$ cat src/rtl/axi_wr_arbiter.sv
// Two-requester AXI write arbiter (0=DMA, 1=CPU), one burst in flight.
// Round-robin grant, beat-counted m_wlast, sticky wlast mismatch flag.
module axi_wr_arbiter #(
  parameter int ADDR_W = 32,
  parameter int DATA_W = 64
) (
  input  logic              clk,
  input  logic              reset,
  input  logic [ADDR_W-1:0] s0_awaddr,
  input  logic [7:0]        s0_awlen,
  input  logic [1:0]        s0_awburst,
  input  logic              s0_awvalid,
  output logic              s0_awready,
  input  logic [DATA_W-1:0] s0_wdata,
  input  logic              s0_wlast,
  input  logic              s0_wvalid,
  output logic              s0_wready,
  output logic [1:0]        s0_bresp,
  output logic              s0_bvalid,
  input  logic              s0_bready,
  input  logic [ADDR_W-1:0] s1_awaddr,
  input  logic [7:0]        s1_awlen,
  input  logic [1:0]        s1_awburst,
  input  logic              s1_awvalid,
  output logic              s1_awready,
  input  logic [DATA_W-1:0] s1_wdata,
  input  logic              s1_wlast,
  input  logic              s1_wvalid,
  output logic              s1_wready,
  output logic [1:0]        s1_bresp,
  output logic              s1_bvalid,
  input  logic              s1_bready,
  output logic [ADDR_W-1:0] m_awaddr,
  output logic [7:0]        m_awlen,
  output logic [1:0]        m_awburst,
  output logic              m_awvalid,
  input  logic              m_awready,
  output logic [DATA_W-1:0] m_wdata,
  output logic              m_wlast,
  output logic              m_wvalid,
  input  logic              m_wready,
  input  logic [1:0]        m_bresp,
  input  logic              m_bvalid,
  output logic              m_bready,
  output logic [1:0]        grant,
  output logic              wlast_err
);

  typedef enum logic [1:0] {
    IDLE,
    ADDR,
    DATA,
    RESP
  } state_t;

  state_t     state;
  logic       ptr;
  logic [7:0] cnt;
  logic [7:0] len;

  logic sel;
  logic in_addr;
  logic in_data;
  logic in_resp;
  logic last_beat;
  logic s_wlast;
  logic aw_hs;
  logic w_hs;
  logic b_hs;
  logic pick1;

  assign sel = grant[1];

  // Gating with reset keeps every handshake output low while reset is held.
  assign in_addr = !reset && state == ADDR;
  assign in_data = !reset && state == DATA;
  assign in_resp = !reset && state == RESP;

  assign last_beat = cnt == len;
  assign s_wlast   = sel ? s1_wlast : s0_wlast;
  assign aw_hs     = m_awvalid && m_awready;
  assign w_hs      = m_wvalid && m_wready;
  assign b_hs      = m_bvalid && m_bready;
  assign pick1     = s1_awvalid && (!s0_awvalid || ptr);

  always_comb begin
    m_awaddr   = sel ? s1_awaddr : s0_awaddr;
    m_awlen    = sel ? s1_awlen : s0_awlen;
    m_awburst  = sel ? s1_awburst : s0_awburst;
    m_awvalid  = in_addr && (sel ? s1_awvalid : s0_awvalid);
    s0_awready = in_addr && !sel && m_awready;
    s1_awready = in_addr && sel && m_awready;
    m_wdata    = sel ? s1_wdata : s0_wdata;
    m_wvalid   = in_data && (sel ? s1_wvalid : s0_wvalid);
    m_wlast    = in_data && last_beat;
    s0_wready  = in_data && !sel && m_wready;
    s1_wready  = in_data && sel && m_wready;
    m_bready   = in_resp && (sel ? s1_bready : s0_bready);
    s0_bvalid  = in_resp && !sel && m_bvalid;
    s1_bvalid  = in_resp && sel && m_bvalid;
    s0_bresp   = m_bresp;
    s1_bresp   = m_bresp;
  end

  always_ff @(posedge clk or posedge reset) begin
    if (reset) begin
      state     <= IDLE;
      grant     <= 2'b00;
      ptr       <= 1'b0;
      cnt       <= 8'd0;
      len       <= 8'd0;
      wlast_err <= 1'b0;
    end else begin
      unique case (state)
        IDLE: begin
          if (s0_awvalid || s1_awvalid) begin
            grant <= pick1 ? 2'b10 : 2'b01;
            state <= ADDR;
          end
        end
        ADDR: begin
          if (aw_hs) begin
            len   <= m_awlen;
            cnt   <= 8'd0;
            state <= DATA;
          end
        end
        DATA: begin
          if (w_hs) begin
            if (s_wlast != last_beat)
              wlast_err <= 1'b1;
            if (last_beat)
              state <= RESP;
            else
              cnt <= cnt + 8'd1;
          end
        end
        RESP: begin
          if (b_hs) begin
            state <= IDLE;
            grant <= 2'b00;
            ptr   <= !sel;
          end
        end
        default: state <= IDLE;
      endcase
    end
  end

endmodule

$ cat config.mk
export PLATFORM = sky130hd
export DESIGN_NAME = axi_wr_arbiter
export DESIGN_NICKNAME = d
export VERILOG_FILES = /design/src/rtl/axi_wr_arbiter.sv
export SDC_FILE = /design/constraint.sdc
export NUM_CORES = 1
export LEC_CHECK = 0
export CAP_MARGIN = 20
export CORE_AREA = 2 2 137 139
export DETAILED_ROUTE_END_ITERATION = 7
export DIE_AREA = 0 0 139 141
export GPL_TIMING_DRIVEN = 0
export PLACE_DENSITY = 0.51
export RECOVER_POWER = 25
export SYNTH_ARGS = -nofsm -noshare
export SYNTH_HDL_FRONTEND = slang
export SYNTH_SLANG_ARGS = --single-unit
export TNS_END_PERCENT = 30
$ cat constraint.sdc
create_clock -name clk -period 2.3 [get_ports clk]
set_input_delay 0.46 -clock clk [delete_from_list [all_inputs] [get_ports clk]]
set_output_delay 0.46 -clock clk [all_outputs]
set_load 0.005 [all_outputs]
==> metrics.md <==
| Metric | Value |
|---|---|
| Most Frequent Cell on Critical Path | `sky130_fd_sc_hd__buf_6` |
| Count of boundary I/O pins | `350` |
| Peak VDD IR | `0.392 mV` |
| DR iter-0 viols | `93` |
| Final wirelength | `~17,000 um` |
| Seq cells post-synth | `22` |
| Cell depth of the worst flop-to-flop path | `6` |
| Reg2Reg Setup Slack | `between 0.2 and 0.25 ns` |
| Violated checks | `setup timing` |
| Synthesis-to-layout area growth | `161%` |
| Detail-routed via count per cell | `4.14` |
| IO buf count | `about 350` |
| Total CTS buffers | `3` |
| TritonCTS clock tree | `built` |
| Via Count | `3,647` |
| Critical Path Sink Type | `output pin` |
| Critical Setup Path Class | `reg2out` |
| Net count of the mapped netlist | `505` |
| Max Clk Rate | `423 MHz` |
| # rows | `50` |
| Top_reg_cell synth | `sky130_fd_sc_hd__dfrtp_1` |
| Share of layout cells above drive strength 1 | `28.4%` |
| CTS H-Tree Depth | `1` |
| Post-synth EDFFs | `0` |
| Post-route core utilization | `about two fifths` |
| Final weighted congestion in routability-driven placement | `around 0.84` |
| Core region area | `18,300 um^2` |
| Data arrival time of the critical path | `1.90 ns` |
| Fin Clk Skew | `approximately 0.0027 ns` |
| Synth warn | `0` |
| Die height | `141 um` |
| Slowest library cell on the worst path | `sky130_fd_sc_hd__clkdlybuf4s50_1` |
| Clock latency on the worst-skew pair | `about 0.26 ns` |
| Overall die area | `19,600 um^2` |
| Total Power Consumption | `5.52 mW` |
| Initial standard-cell utilization of the core | `14.8%` |
| Mapped Area | `approximately 2700 um^2` |
| Multi-input gate area in the final layout | `about 2100 um^2` |
| Launching element type of the critical path | `flop` |
| Sequential area share after synthesis | `roughly a fifth` |
| Post-synthesis instance total | `272` |
| Average cell area after synthesis | `9.96 um^2` |
| Fill cell instance count of the final layout | `around 1,800` |
| Detailed placement HPWL | `between 10,000 and 15,000 um` |
| Synth top area cells | `sky130_fd_sc_hd__mux2_2, sky130_fd_sc_hd__dfrtp_1, sky130_fd_sc_hd__xnor2_1, sky130_fd_sc_hd__ha_1, sky130_fd_sc_hd__buf_2` |
| Register area | `about 550 um^2` |
| CTS Sinks | `22` |
| Reg2reg end | `state[1]` |
| Fin Setup TNS | `-0.457 ns` |
| Minimum setup slack after placement | `-0.804 ns` |
| Overall fraction of global-route tracks in use | `between 10% and 20%` |
| Normalized max-slew margin | `between 50% and 60%` |
| Number of slew-limit violations in the final report | `0` |
| Number of nets in the layout | `between 800 and 900` |
| Unrepaired setup endpoints after global routing | `true` |
| Routed len/inst | `~20 um` |
| Max-cap violations | `0` |
| Cell taking the most area after synthesis | `sky130_fd_sc_hd__mux2_2` |
| Areal power density over the cells | `782 nW/um^2` |
| Hold Buf Count CTS | `0` |
| Class of the worst hold path | `reg2reg` |
| Count of TritonRoute iterations in the first routing pass | `4` |
| Worst-case setup margin in the final layout | `-0.0630 ns` |
| Final antenna-violating net count | `0` |
| R2r startpoint | `state[0]` |
| Width of the die | `139 um` |
| Async S/R FF share, synth | `100%` |
| Fraction of post-synthesis cell area in the top cell type by area | `47.4%` |
| Ratio of final minimum period to clock period | `103%` |
| Hold_ws | `between 0.4 and 0.5 ns` |
| Hold Fails Final Rpt | `0` |
| Vias in the first global route | `about 3,800` |
| CP Cell Sequence | `buf_6, buf_12, buf_6, mux2_2, clkdlybuf4s50_1` |
| Delay of the slowest cell on the worst path | `approximately 0.46 ns` |
| Hold path cells | `1` |
| Hold_sp | `wlast_err` |
| Clock transition at the registers of the reported paths | `0.06 ns` |
| Global-route wire length before repair | `24,300 um` |
| Leakage dissipation | `approximately 3.2 nW` |
| Pin count of the biggest net entering global routing | `14` |
| Hold worst-path end | `wlast_err` |
| Required time reported for the critical path endpoint | `~1.8 ns` |
| Min Tclk post-route | `2.36 ns` |
| Final Setup Violations | `16` |
| Unique cell type count in the Yosys netlist | `46` |
| Remaining global-route overflow | `0` |
| Drc violations | `0` |
| Antenna violations before repair | `7` |
| Status | `finished with violations` |
| Least-Margin Pin Slew | `around 0.72 ns` |
| Clock Path Buffers | `2` |
| Cell at the root of the clock tree | `sky130_fd_sc_hd__clkbuf_16` |
| Worst Path Max Fanout | `10` |
-- cells in the final DEF (no fill, tap or decap), types with 3 or more instances in the layout --
master	instances
sky130_fd_sc_hd__clkdlybuf4s50_1	239
sky130_fd_sc_hd__mux2_2	114
sky130_fd_sc_hd__dlymetal6s2s_1	51
sky130_fd_sc_hd__dlygate4sd2_1	38
sky130_fd_sc_hd__buf_4	22
sky130_fd_sc_hd__dfrtp_1	19
sky130_fd_sc_hd__nand2_1	12
sky130_fd_sc_hd__nor2_1	12
sky130_fd_sc_hd__o21ai_0	8
sky130_fd_sc_hd__clkdlybuf4s15_1	8
sky130_fd_sc_hd__dlygate4sd3_1	7
sky130_fd_sc_hd__buf_12	6
sky130_fd_sc_hd__inv_1	6
sky130_fd_sc_hd__xnor2_1	6
sky130_fd_sc_hd__nand3_1	5
sky130_fd_sc_hd__buf_6	4
sky130_fd_sc_hd__mux2i_1	4
sky130_fd_sc_hd__nand4_1	4
sky130_fd_sc_hd__buf_8	4
sky130_fd_sc_hd__clkbuf_16	4
sky130_fd_sc_hd__a21oi_1	3
sky130_fd_sc_hd__xnor2_2	3
sky130_fd_sc_hd__nand3b_1	3
sky130_fd_sc_hd__nand2b_1	3
sky130_fd_sc_hd__ha_1	3
sky130_fd_sc_hd__dfrtp_2	3
-- cell type report --
| class | instances | share of cell area [%] |
|---|---|---|
| inverter | 9 | 0.532 |
| tap | 234 | 4.15 |
| buffer | 19 | 3.85 |
| timing repair inverter | 1 | 0.0709 |
| clock inverter | 1 | 0.425 |
| timing repair buffer | 368 | 52.6 |
| antenna | 2 | 0.0709 |
| sequential | 22 | 7.85 |
| clock buffer | 3 | 1.06 |
| multi-input combinational | 222 | 29.4 |
-- cells by family (layout without fill, tap and decap cells) --
family | count (synthesis) | after routing | synth area share (%)
multiplexers | 119 | 119 | 49.3
flip-flops | 22 | 22 | 20.3
adder cells (fa/ha/maj) | 6 | 6 | 2.77
other | 0 | 2 | 0
XOR/XNOR | 9 | 9 | 2.91
AND/OR/NAND/NOR | 59 | 59 | 12.5
AO/OA/AOI/OAI | 29 | 29 | 7.30
buffers and inverters | 28 | 401 | 4.94
-- routing by layer --
metal  wire, um  part of all wire [%]  global-route usage (%)  vias up
met4        250                   1.4                    3.77        8
met1       7250                    41                    19.9     1716
li1           -                     -                       -     1745
met5         54                  0.31                       0        -
met2       8670                    50                    28.4      160
met3       1250                   7.2                    4.59       18
-- metrics by stage --
step / std cells / instance area [um^2]
finish: 881 / 7060
global route: 881 / 7060
CTS: 876 / 6820
detailed placement: 853 / 6470
global placement: 853 / 6470
floorplan: 272 / 2710
-- state kept, by name, summed over array words and instances, names as in the netlist --
register   count
ptr            1
wlast_err      1
cnt            8
grant          2
len            8
state          2
-- critical path, delay by kind of cell, from the launching register on --
family | cells | cell delay (ns)
buffers and inverters | 4 | 0.91
flip-flops | 1 | 0.38
multiplexers | 1 | 0.36
-- what timing repair did --
action | in CTS | in global routing
gates resized for setup | 113 | 72
gates cloned | 1 | 1
pin swaps | 3 | 0
setup endpoints to repair | 116 | 81
setup buffers | 18 | 2
-- Yosys cell counts (all sizes together) (5+ instances only) --
master / instances
dfrtp: 22
nand2: 14
o21ai: 12
ha: 6
nor2: 13
nand3: 5
xnor2: 9
buf: 16
mux2: 115
inv: 9
-- worst max path at each step --
stage / start / endpoint / slack, ns / cells after the start
global route: grant[1] / m_wdata[62] / -0.11 / 5
CTS: grant[1] / m_wdata[5] / -0.14 / 5
finish: grant[1] / m_wdata[40] / -0.06 / 5
detailed placement: reset / m_wlast / -0.80 / 4
global placement: reset / m_wlast / -0.82 / 4
floorplan: grant[1] / m_wdata[58] / 0.35 / 4
-- where the power goes --
group / leakage (nW) / total, mW / switching [mW] / internal [mW]
Sequential: 0.272 / 0.763 / 0.190 / 0.573
Combinational: 2.86 / 4.26 / 1.61 / 2.65
Clock: 0.0511 / 0.493 / 0.147 / 0.346
Total: 3.18 / 5.52 / 1.95 / 3.57
No activity file was read; power rests on OpenSTA's default activity.
